--- src/rtl/alu_cmd_sequencer.sv ---
// Command FIFO, issue FSM and response register wrapped around an 8-bit arithmetic unit.
// Optional status outputs (res_zero, op_count) are enabled by defining ALU_SEQ_STATUS_EN.
module alu_cmd_sequencer #(
   parameter int DEPTH = 4,
   parameter int AW    = 2
) (
   input  logic       clk,
   input  logic       rst_n,
   input  logic       cmd_valid,
   output logic       cmd_ready,
   input  logic [7:0] cmd_a,
   input  logic [7:0] cmd_b,
   input  logic [3:0] cmd_sel,
   output logic [7:0] alu_a,
   output logic [7:0] alu_b,
   output logic [3:0] alu_sel,
   input  logic [7:0] alu_out,
   input  logic       alu_carry,
   output logic       res_valid,
   input  logic       res_ready,
   output logic [7:0] res_data,
   output logic       res_carry,
`ifdef ALU_SEQ_STATUS_EN
   output logic       res_zero,
   output logic [15:0] op_count,
`endif
   output logic       res_err
);

   typedef enum logic [1:0] {IDLE, EXEC, DIVZ, RESP} state_t;

   localparam logic [AW:0] FULL_CNT = (AW+1)'(DEPTH);

   state_t      state, state_nxt;
   logic [19:0] mem [DEPTH];
   logic [AW-1:0] wr_ptr, rd_ptr;
   logic [AW:0] count;
   logic        push, pop, head_divz, issue;
   logic [7:0]  head_a, head_b;
   logic [3:0]  head_sel;

   assign cmd_ready = (count != FULL_CNT);
   assign push      = cmd_valid && cmd_ready;
   assign {head_a, head_b, head_sel} = mem[rd_ptr];
   assign head_divz = (head_sel == 4'b0011) && (head_b == 8'h00);
   assign res_valid = (state == RESP);

   always_comb begin
      state_nxt = state;
      pop       = 1'b0;
      issue     = 1'b0;
      case (state)
         IDLE: if (count != '0) begin
            pop = 1'b1;
            if (head_divz) begin
               state_nxt = DIVZ;
            end else begin
               issue     = 1'b1;
               state_nxt = EXEC;
            end
         end
         EXEC:    state_nxt = RESP;
         DIVZ:    state_nxt = RESP;
         RESP:    if (res_ready) state_nxt = IDLE;
         default: state_nxt = IDLE;
      endcase
   end

   // Storage array carries no reset; validity is tracked by count and the pointers.
   always_ff @(posedge clk) begin
      if (push) mem[wr_ptr] <= {cmd_a, cmd_b, cmd_sel};
   end

   always_ff @(posedge clk or negedge rst_n) begin
      if (!rst_n) begin
         state  <= IDLE;
         wr_ptr <= '0;
         rd_ptr <= '0;
         count  <= '0;
      end else begin
         state <= state_nxt;
         if (push) wr_ptr <= wr_ptr + AW'(1);
         if (pop)  rd_ptr <= rd_ptr + AW'(1);
         if (push && !pop)      count <= count + (AW+1)'(1);
         else if (!push && pop) count <= count - (AW+1)'(1);
      end
   end

   always_ff @(posedge clk or negedge rst_n) begin
      if (!rst_n) begin
         alu_a     <= '0;
         alu_b     <= '0;
         alu_sel   <= '0;
         res_data  <= '0;
         res_carry <= 1'b0;
         res_err   <= 1'b0;
      end else begin
         if (issue) begin
            alu_a   <= head_a;
            alu_b   <= head_b;
            alu_sel <= head_sel;
         end
         if (state == EXEC) begin
            res_data  <= alu_out;
            res_carry <= ((alu_sel == 4'd0) || alu_sel[3]) ? alu_carry : 1'b0;
            res_err   <= 1'b0;
         end else if (state == DIVZ) begin
            res_data  <= 8'hFF;
            res_carry <= 1'b0;
            res_err   <= 1'b1;
         end
      end
   end

`ifdef ALU_SEQ_STATUS_EN
   always_ff @(posedge clk or negedge rst_n) begin
      if (!rst_n) begin
         res_zero <= 1'b0;
         op_count <= '0;
      end else begin
         if (state == EXEC)      res_zero <= (alu_out == 8'h00);
         else if (state == DIVZ) res_zero <= 1'b0;
         if (state == RESP && res_ready) op_count <= op_count + 16'd1;
      end
   end
`endif

endmodule

--- config.mk ---
export PLATFORM = sky130hd
export DESIGN_NAME = alu_cmd_sequencer
export DESIGN_NICKNAME = d
export VERILOG_FILES = /design/src/rtl/alu_cmd_sequencer.sv
export SDC_FILE = /design/constraint.sdc
export NUM_CORES = 1
export LEC_CHECK = 0
export CORE_MARGIN = 5
export CORE_UTILIZATION = 58
export DETAILED_ROUTE_END_ITERATION = 7
export GPL_ROUTABILITY_DRIVEN = 0
export PLACE_DENSITY = 0.9
export SLEW_MARGIN = 20
export SYNTH_ARGS = -nofsm -noshare
export SYNTH_HDL_FRONTEND = slang
export SYNTH_SLANG_ARGS = --single-unit
--- constraint.sdc ---
create_clock -name clk -period 5.6 [get_ports clk]
set_input_delay 0.84 -clock clk [delete_from_list [all_inputs] [get_ports clk]]
set_output_delay 0.84 -clock clk [all_outputs]
set_load 0.03 [all_outputs]
Yosys cells after proc, flatten, opt, wreduce, memory -nomap -nowiden:

Memory sizes are Yosys's and may differ from the RTL's.
Cells that the tools add are included.

* $add $sub $neg: 4
* $lt $le $gt $ge: 0
* shift operators: 0
* multipliers: 0
* mux-type cells: 20
* bitwise logic cells: 0
* reductions and logical operators: 15
* eq/ne operators: 7
* div/mod/pow operators: 0

Operators with widths (count)
* 2-to-1 mux 8 bit: 2
* 2-to-1 mux 1 bit: 12
* logical NOT 8 bit: 1
* 2-to-1 mux 2 bit: 3
* 2-to-1 mux 3 bit: 2
* case mux 2 bit (3 select lines): 1
* adder 2 x 1 -> 2 bit (second input constant): 2
* == test 2 bit (second input constant): 2
* == test 4 x 2 -> 1 bit (second input constant): 1
* logical AND 1 bit: 4
* logical NOT 4 bit: 1
* nonzero test 2 bit: 2
* adder 3 x 1 -> 3 bit (second input constant): 1
* != test 3 bit (second input constant): 1
* nonzero test 3 bit: 1
* subtractor 3 x 1 -> 3 bit (second input constant): 1
* == test 2 x 1 -> 1 bit (second input constant): 1
* logical NOT 1 bit: 2
* logical NOT 2 bit: 1
* != test 2 x 1 -> 1 bit (second input constant): 1
* != test 2 bit (second input constant): 1
* AND reduction 2 bit: 1
* OR reduction 2 bit: 1
* logical OR 1 bit: 1

* word-level logic and storage cells: 57
* memories kept: 1
* bits in latches: 0
* RAM bits: 80
* register bits after elaboration: 39
* memory bits (read-only): 0

Memory list
* mem: words 4, bits a word 20, read ports 1, clocked after Yosys merged registers in 0, wr ports 1, RTL line 35 `logic [19:0] mem [DEPTH];`

Depth between registers and ports, before layout:

Gate-level depths: netlist of the first run.

* depth in word-level cells: 6
* gate-level depth with buffers: 10

Least setup slack after synthesis of the first run:

OpenSTA, ideal clock, no wires.

* kind: reg-to-reg
* start point: register rd_ptr[0]
* end point: register alu_a[0]
* setup slack: 3400 ps
* buffers on the path: 2
* data arrival time: 2074 ps
* library setup time: 125 ps
* period minus slack after synthesis: 2200 ps
* stages on the path, launching flop included: 7
* cells stage by stage: dfrtp_1 > buf_6 > mux4_2 > nor4_4 > a31oi_1 > buf_6 > mux2_4

* longest elaborated chain between the ends: 6
* elaborated cells between the ends (all ways): 7
* those cells by class: eq/ne (1); mux (3); reduce/logical (2); memory (1)

Ends and longest elaborated chain
* start: declaration: RTL line 36 `logic [AW-1:0] wr_ptr, rd_ptr;`
* start signal: assignment: RTL line 83 `if (pop) rd_ptr <= rd_ptr + AW'(1);`
* memory read (4 x 20 bit) *
* == test 4 x 2 -> 1 bit or logical NOT 8 bit (tied branches): RTL line 45 `assign head_divz = (head_sel == 4'b0011) && (head_b == 8'h00);`
* logical AND 1 bit: RTL line 45
* 2-to-1 mux 1 bit: RTL line 55 `if (head_divz) begin`
* 2-to-1 mux 1 bit: RTL line 53 `IDLE: if (count != '0) begin`
* 2-to-1 mux 1 bit: RTL line 52 `case (state)`
* end signal: assignment: RTL line 91 `alu_a <= '0;`
* end signal: assignment: RTL line 99 `alu_a <= head_a;`
* end: declaration: RTL line 14 `output logic [7:0] alu_a,`

Mark *: on every way between the ends. The rest lies on a longest branch, timed or not.
A chain may end at the register's enable or synchronous reset.

Final worst setup path of the first run:

* start point: register rd_ptr[1]
* end point: register alu_a[5]

The elaborated chain is that of the path after synthesis.

==> results.json, run 1 <==
{
  "worst-r2r-setup-slack_ns": 2.86,
  "dieArea_um2": 9940,
  "worst_pin_slew_ns": 1.12,
  "cp-start-kind": "flip-flop",
  "crit_fanout": 21,
  "post-route-period-util_pct": 49.0,
  "clkSinkCount": 119,
  "yosys.area_share.adder_pct": 2.84,
  "antenna_found_initial": 0,
  "synth_xor_area_share_pct": 1.13,
  "rsz0062_at_grt": "false",
  "synthArstFlopShare_pct": 32.8,
  "use_met2_pct": 35.6,
  "dr.first_iter.drc_count": 198,
  "crit_required_ns": 6.00,
  "max_cap_violations": 0,
  "synth.avg_cell_area_um2": 18.7,
  "cp_slowest_cell": "dfrtp_1",
  "reg2regPathDepth": 5,
  "drive_gt1_share_pct": 20.0,
  "fmax_mhz": 365,
  "drtAntennaViolNets": 0,
  "synth_top_family_by_area": "multiplexers",
  "slowest_delay_ns": 0.97,
  "syn_area_um2": 4670,
  "end_kind": "flip-flop",
  "cts-resized-gates": 0,
  "grt_use_met3_pct": 6.87,
  "powerDensity_nw_per_um2": 617,
  "diodes": 0,
  "ir_drop_mv": 0.289,
  "critPathArrivalTime_ns": 3.14,
  "grt_pass1_vias": 2855,
  "ys_ff_latch": 119,
  "grt_overflow": 0,
  "yosys_warnings": 0,
  "clock_latency_ns": 0.52,
  "synthDistinctLibCells": 32,
  "grt_usage_pct": 21.4,
  "critPathBufInv": 1,
  "final_nets": 370,
  "cts-htree-levels": 4,
  "first_pass_iters": 5,
  "synth_compound_area_share_pct": 3.59,
  "synthTopCellsByArea": "edfxtp_1 51%, dfrtp_1 21%, mux4_2 9.7%",
  "num_vias": 2555,
  "path_delay_family": "flip-flops",
  "maxSlewHeadroom_pct": 25.4,
  "r2r_start": "rd_ptr[1]$_DFFE_PN0P_",
  "synth_seq_area_share_pct": 72.4,
  "yosysTopAreaCell": "edfxtp_1",
  "fin_ws_ns": 2.86,
  "status": "completed",
  "wl_um": 9600,
  "fillers": 422,
  "synth_edf_count": 80,
  "yosys.area_share.simple_pct": 4.02,
  "synth_ff_type": "edfxtp_1",
  "numCtsBuffers": 17,
  "synth_top_area_share_pct": 51.5,
  "rr_endpoint": "alu_a[5]$_DFFE_PN0P_",
  "critPathKind": "flip-flop to flip-flop",
  "maxSlewViolCount": 0,
  "cts_tree": "yes",
  "clock_path_buffers": 2,
  "cp_cell_sequence": "mux4_2 -> nor4_4 -> a31oi_2 -> buf_4 -> mux2_4",
  "core_um2": 7770,
  "post_cts_buffers": 0,
  "period_needed_ns": 2.74,
  "synth_most_common_cell": "edfxtp_1",
  "synth_commonest_cells": "80 x edfxtp_1, 39 x dfrtp_1, 20 x mux4_2",
  "holdBufCountCts": 0,
  "post-place-ws_ns": 2.89,
  "fin_hold_ws_ns": 0.434,
  "clock_skew_ns": 0.0118,
  "grt_pass1_wl_um": 15300,
  "wl_per_cell_um": 21.7,
  "num_io_pins": 65,
  "min_path_type": "input pin to async pin",
  "setup_violations": 0,
  "setup_tns_ns": 0,
  "dp.final_hpwl_um": 5670,
  "syn_inst": 250,
  "leakage_nw": 2.21,
  "numPortBuffers": 64,
  "cts-root-buf": "clkbuf_8",
  "top_usage_layer": "met2",
  "start_util_pct": 60.1,
  "hold_viol": 0,
  "muxShareOfSynthArea_pct": 13.6,
  "post-route-drc-count": 0,
  "fp-row-count": 32,
  "area_growth_pct": 28.2,
  "synthesis.nets": 293,
  "clk_pin_slew_worst_paths_ns": 0.06,
  "viasPerCell": 5.78,
  "use_met1_pct": 25.5,
  "grt_max_degree": 40,
  "die_h_um": 99.7,
  "die-width_um": 99.7
}
==> flip-flops by register name, indices dropped and copies added (netlist names) <==
register and count:
mem 80, alu_a 8, alu_b 8, res_data 8
alu_sel 4, count 3, rd_ptr 2, state 2
wr_ptr 2, res_carry 1, res_err 1
==> through the flow <==
| step | instances | power [mW] | util, % | cell area, um2 |
|---|---|---|---|---|
| after floorplan | 250 | 2.22 | - | 4670 |
| after global placement | 410 | 2.59 | 69.6 | 5400 |
| after detailed placement | 410 | 2.65 | 69.6 | 5400 |
| after CTS | 442 | 3.73 | 77.0 | 5980 |
| after global routing | 442 | 3.86 | 77.0 | 5980 |
| final | 442 | 3.69 | 77.0 | 5980 |
==> cells in the final DEF (no fill, tap or decap), types with 9 or more instances in the layout <==
master and n:
clkbuf_16 16, nand2_1 15, o21ai_1 10, ha_1 9
inv_1 17, mux2_4 10, dfrtp_1 39, edfxtp_1 80
clkdlybuf4s50_1 63, mux4_2 20
==> where the power goes <==
| part | internal, mW | leakage (nW) | switching (mW) | total, mW |
|---|---|---|---|---|
| clock | 0.675 | 0.275 | 0.369 | 1.04 |
| sequential | 1.21 | 1.18 | 0.154 | 1.36 |
| combinational | 0.590 | 0.753 | 0.695 | 1.29 |
| total | 2.47 | 2.21 | 1.22 | 3.69 |
==> worst max-delay path by stage <==
stage | from | endpoint | slack [ns] | depth (start not counted)
after CTS | rd_ptr[1]$_DFFE_PN0P_ | alu_a[6]$_DFFE_PN0P_ | 2.83 | 5
after global placement | cmd_valid | mem[2][15]$_DFFE_PP_ | 2.95 | 2
after detailed placement | cmd_valid | count[2]$_DFFE_PN0P_ | 2.89 | 8
final | rd_ptr[1]$_DFFE_PN0P_ | alu_a[5]$_DFFE_PN0P_ | 2.86 | 5
after global routing | state[0]$_DFFE_PN0P_ | count[1]$_DFFE_PN0P_ | 2.73 | 8
after floorplan | rd_ptr[0]$_DFFE_PN0P_ | alu_a[0]$_DFFE_PN0P_ | 3.40 | 6
==> logic make-up (layout without fill, tap and decap cells) <==
family	count (synthesis)	count (layout)
XOR/XNOR	6	6
adder cells (fa/ha/maj)	10	10
multiplexers	33	33
flip-flops	119	119
buffers and inverters	26	116
AND/OR/NAND/NOR	32	32
AO/OA/AOI/OAI	24	24
==> routing by layer <==
metal,part of all wire [%],up-vias,wire length (um)
li1,-,1110,-
met4,1.6,0,150
met3,6.6,10,637
met5,0,-,0
met2,53,102,5060
met1,39,1333,3750
==> cell type report <==
type,instances,area [um2],share of cell area (%)
sequential,119,3380,56.5
multi-input combinational,105,1180,19.7
timing repair buffer,66,651,10.9
clock buffer,23,477,7.97
tap,102,128,2.13
clock inverter,9,100,1.67
inverter,18,67.6,1.13
(Power assumes the default switching activity.)
==> inputs of run 2 (changes only) <==
--- a/config.mk
+++ b/config.mk
@@ -6,10 +6,10 @@
 export NUM_CORES = 1
 export LEC_CHECK = 0
 export CORE_MARGIN = 5
-export CORE_UTILIZATION = 58
+export CORE_UTILIZATION = 49
 export DETAILED_ROUTE_END_ITERATION = 7
 export GPL_ROUTABILITY_DRIVEN = 0
-export PLACE_DENSITY = 0.9
+export PLACE_DENSITY = 0.82
 export SLEW_MARGIN = 20
 export SYNTH_ARGS = -nofsm -noshare
 export SYNTH_HDL_FRONTEND = slang
==> constraint.sdc (replaced) <==
create_clock -name clk -period 2.35 [get_ports clk]
set_input_delay 0.3525 -clock clk [delete_from_list [all_inputs] [get_ports clk]]
set_output_delay 0.3525 -clock clk [all_outputs]
set_load 0.03 [all_outputs]
==> results.json, run 2 (synthesized netlist as in run 1, its figures left out) <==
{
  "die_h_um": 108,
  "cp-start-kind": "flip-flop",
  "die-width_um": 108,
  "clock_latency_ns": 0.51,
  "grt_pass1_vias": 2866,
  "power_frac_seq_pct": 34.7,
  "clock_skew_ns": 0.00900,
  "rsz0062_at_grt": "true",
  "fin_hold_ws_ns": 0.453,
  "diodes": 0,
  "layout_commonest_cell": "edfxtp_1",
  "drtAntennaViolNets": 0,
  "critPathKind": "flip-flop to flip-flop",
  "end_kind": "flip-flop",
  "seqCellArea_um2": 3380,
  "cp_cell_sequence": "buf_12 -> buf_4 -> mux4_2 -> and4bb_1 -> a31oi_4 -> buf_12 -> mux2_4",
  "start_util_pct": 50.3,
  "cts-htree-levels": 4,
  "core_um2": 9280,
  "layout_common_cells": "80 x edfxtp_1, 63 x clkdlybuf4s50_1, 38 x dfrtp_1, 20 x mux4_2, 19 x buf_4",
  "grt_usage_pct": 17.3,
  "fmax_mhz": 433,
  "cp_common_cell": "buf_12",
  "swShare_pct": 31.6,
  "wl_per_cell_um": 19.1,
  "grt_pass1_wl_um": 14900,
  "num_vias": 2539,
  "antenna_found_initial": 0,
  "num_io_pins": 65,
  "final_nets": 391,
  "clk_pin_slew_worst_paths_ns": 0.05,
  "worst_pin_slew_ns": 0.876,
  "grt_overflow": 0,
  "setup_violations": 0,
  "status": "completed",
  "critPathArrivalTime_ns": 2.70,
  "largest_reg_flops": 80,
  "viasPerCell": 5.18,
  "numCtsBuffers": 17,
  "multi_input_area_um2": 1190,
  "crit_required_ns": 2.74,
  "min_path_type": "input pin to flip-flop",
  "pwr-share-clk_pct": 28.0,
  "ir_drop_mv": 0.733,
  "period_needed_ns": 2.31,
  "fin_ws_ns": 0.0394,
  "top_register": "mem",
  "first_pass_iters": 4,
  "cts-root-buf": "clkbuf_8",
  "hold_viol": 0,
  "dr.first_iter.drc_count": 105,
  "maxSlewHeadroom_pct": 41.6,
  "post-place-ws_ns": -0.0325,
  "maxSlewViolCount": 0,
  "leakage_nw": 2.34,
  "crit_fanout": 12,
  "powerDensity_nw_per_um2": 1470,
  "dp.final_hpwl_um": 5820,
  "post-route-period-util_pct": 98.3,
  "max_cap_violations": 0,
  "area_growth_pct": 33.8,
  "numPortBuffers": 64,
  "cp_slowest_cell": "mux4_2",
  "grt_max_degree": 40,
  "fp-row-count": 35,
  "cts_tree": "yes",
  "drive_gt1_share_pct": 23.8,
  "wl_um": 9340,
  "combPwrFrac_pct": 37.3,
  "clkSinkCount": 119,
  "dieArea_um2": 11600,
  "p_sw_mw": 2.90,
  "post-route-drc-count": 0,
  "slowest_delay_ns": 0.51,
  "clock_path_buffers": 2,
  "fillers": 615,
  "p_int_mw": 6.26
}
-- run 2: area by class of cell --
| type | instances | area share (%) |
|---|---|---|
| Clock buffer | 20 | 6.97 |
| Clock inverter | 12 | 2.53 |
| Inverter | 18 | 1.08 |
| Multi-Input combinational cell | 105 | 19.0 |
| Sequential cell | 119 | 54.1 |
| Tap cell | 129 | 2.59 |
| Timing Repair Buffer | 87 | 13.7 |
-- run 2: power by group through the flow --
| stage | registers [mW] | clock network [mW] | logic, mW |
|---|---|---|---|
| 4_1_cts | 3.17 | 2.61 | 3.33 |
| 3_5_place_dp | 3.20 | 0 | 3.24 |
| 6_report | 3.18 | 2.57 | 3.41 |
| 2_1_floorplan | 3.57 | 0 | 1.72 |
| 3_3_place_gp | 3.17 | 0 | 3.14 |
| 5_1_grt | 3.24 | 2.71 | 3.68 |
-- run 2: path summary, 6_finish.rpt --
| path | startpoint | endpoint | slack (ns) | depth (start not counted) |
|---|---|---|---|---|
| worst max-delay path | rd_ptr[0]$_DFFE_PN0P_ | alu_a[5]$_DFFE_PN0P_ | 0.04 | 7 |
| worst min-delay path | alu_out[0] | res_data[0]$_DFFE_PN0P_ | 0.45 | 2 |
| worst max register to register | rd_ptr[0]$_DFFE_PN0P_ | alu_a[5]$_DFFE_PN0P_ | 0.04 | 7 |
| worst min register to register | count[2]$_DFFE_PN0P_ | count[2]$_DFFE_PN0P_ | 0.50 | 1 |
| max in group asynchronous | rst_n | rd_ptr[0]$_DFFE_PN0P_ | 1.24 | 2 |
| min in group asynchronous | rst_n | state[0]$_DFFE_PN0P_ | 0.51 | 2 |
-- run 2: worst max-delay path: cells and delay by family (launching register included) --
kind            cells  cell delay (ns)
compound gates      1             0.19
buf+inv             3             0.45
flops               1             0.44
mux                 2             0.82
simple gates        1             0.27
-- run 2: stage by stage --
| step | cells | util (%) | cell area (um2) | TNS, ns | total power [mW] |
|---|---|---|---|---|---|
| finish | 490 | 67.3 | 6240 | 0 | 9.16 |
| floorplan | 250 | - | 4670 | 0 | 5.30 |
| global placement | 447 | 59.6 | 5540 | 0 | 6.31 |
| detailed placement | 447 | 59.6 | 5540 | -0.300 | 6.44 |
| CTS | 483 | 66.5 | 6170 | 0 | 9.12 |
| global route | 490 | 67.3 | 6240 | -0.145 | 9.62 |
-- run 2: timing repair --
| action | 4_1_cts | 5_1_grt |
|---|---|---|
| pin swaps | 2 | 3 |
| gates cloned | 0 | 1 |
| setup buffers | 3 | 6 |
| hold buffers | 1 | 0 |
| hold endpoints to repair | 39 | 0 |
| resized for setup | 1 | 1 |
| setup endpoints to repair | 10 | 10 |
-- run 2: layer usage --
metal | share of wire [%] | up-vias | global-route usage, %
met5 | 0 | - | 0
met4 | 1.6 | 0 | 6.76
met3 | 5.9 | 15 | 5.40
met2 | 51 | 86 | 28.4
met1 | 41 | 1290 | 21.6
li1 | - | 1148 | -
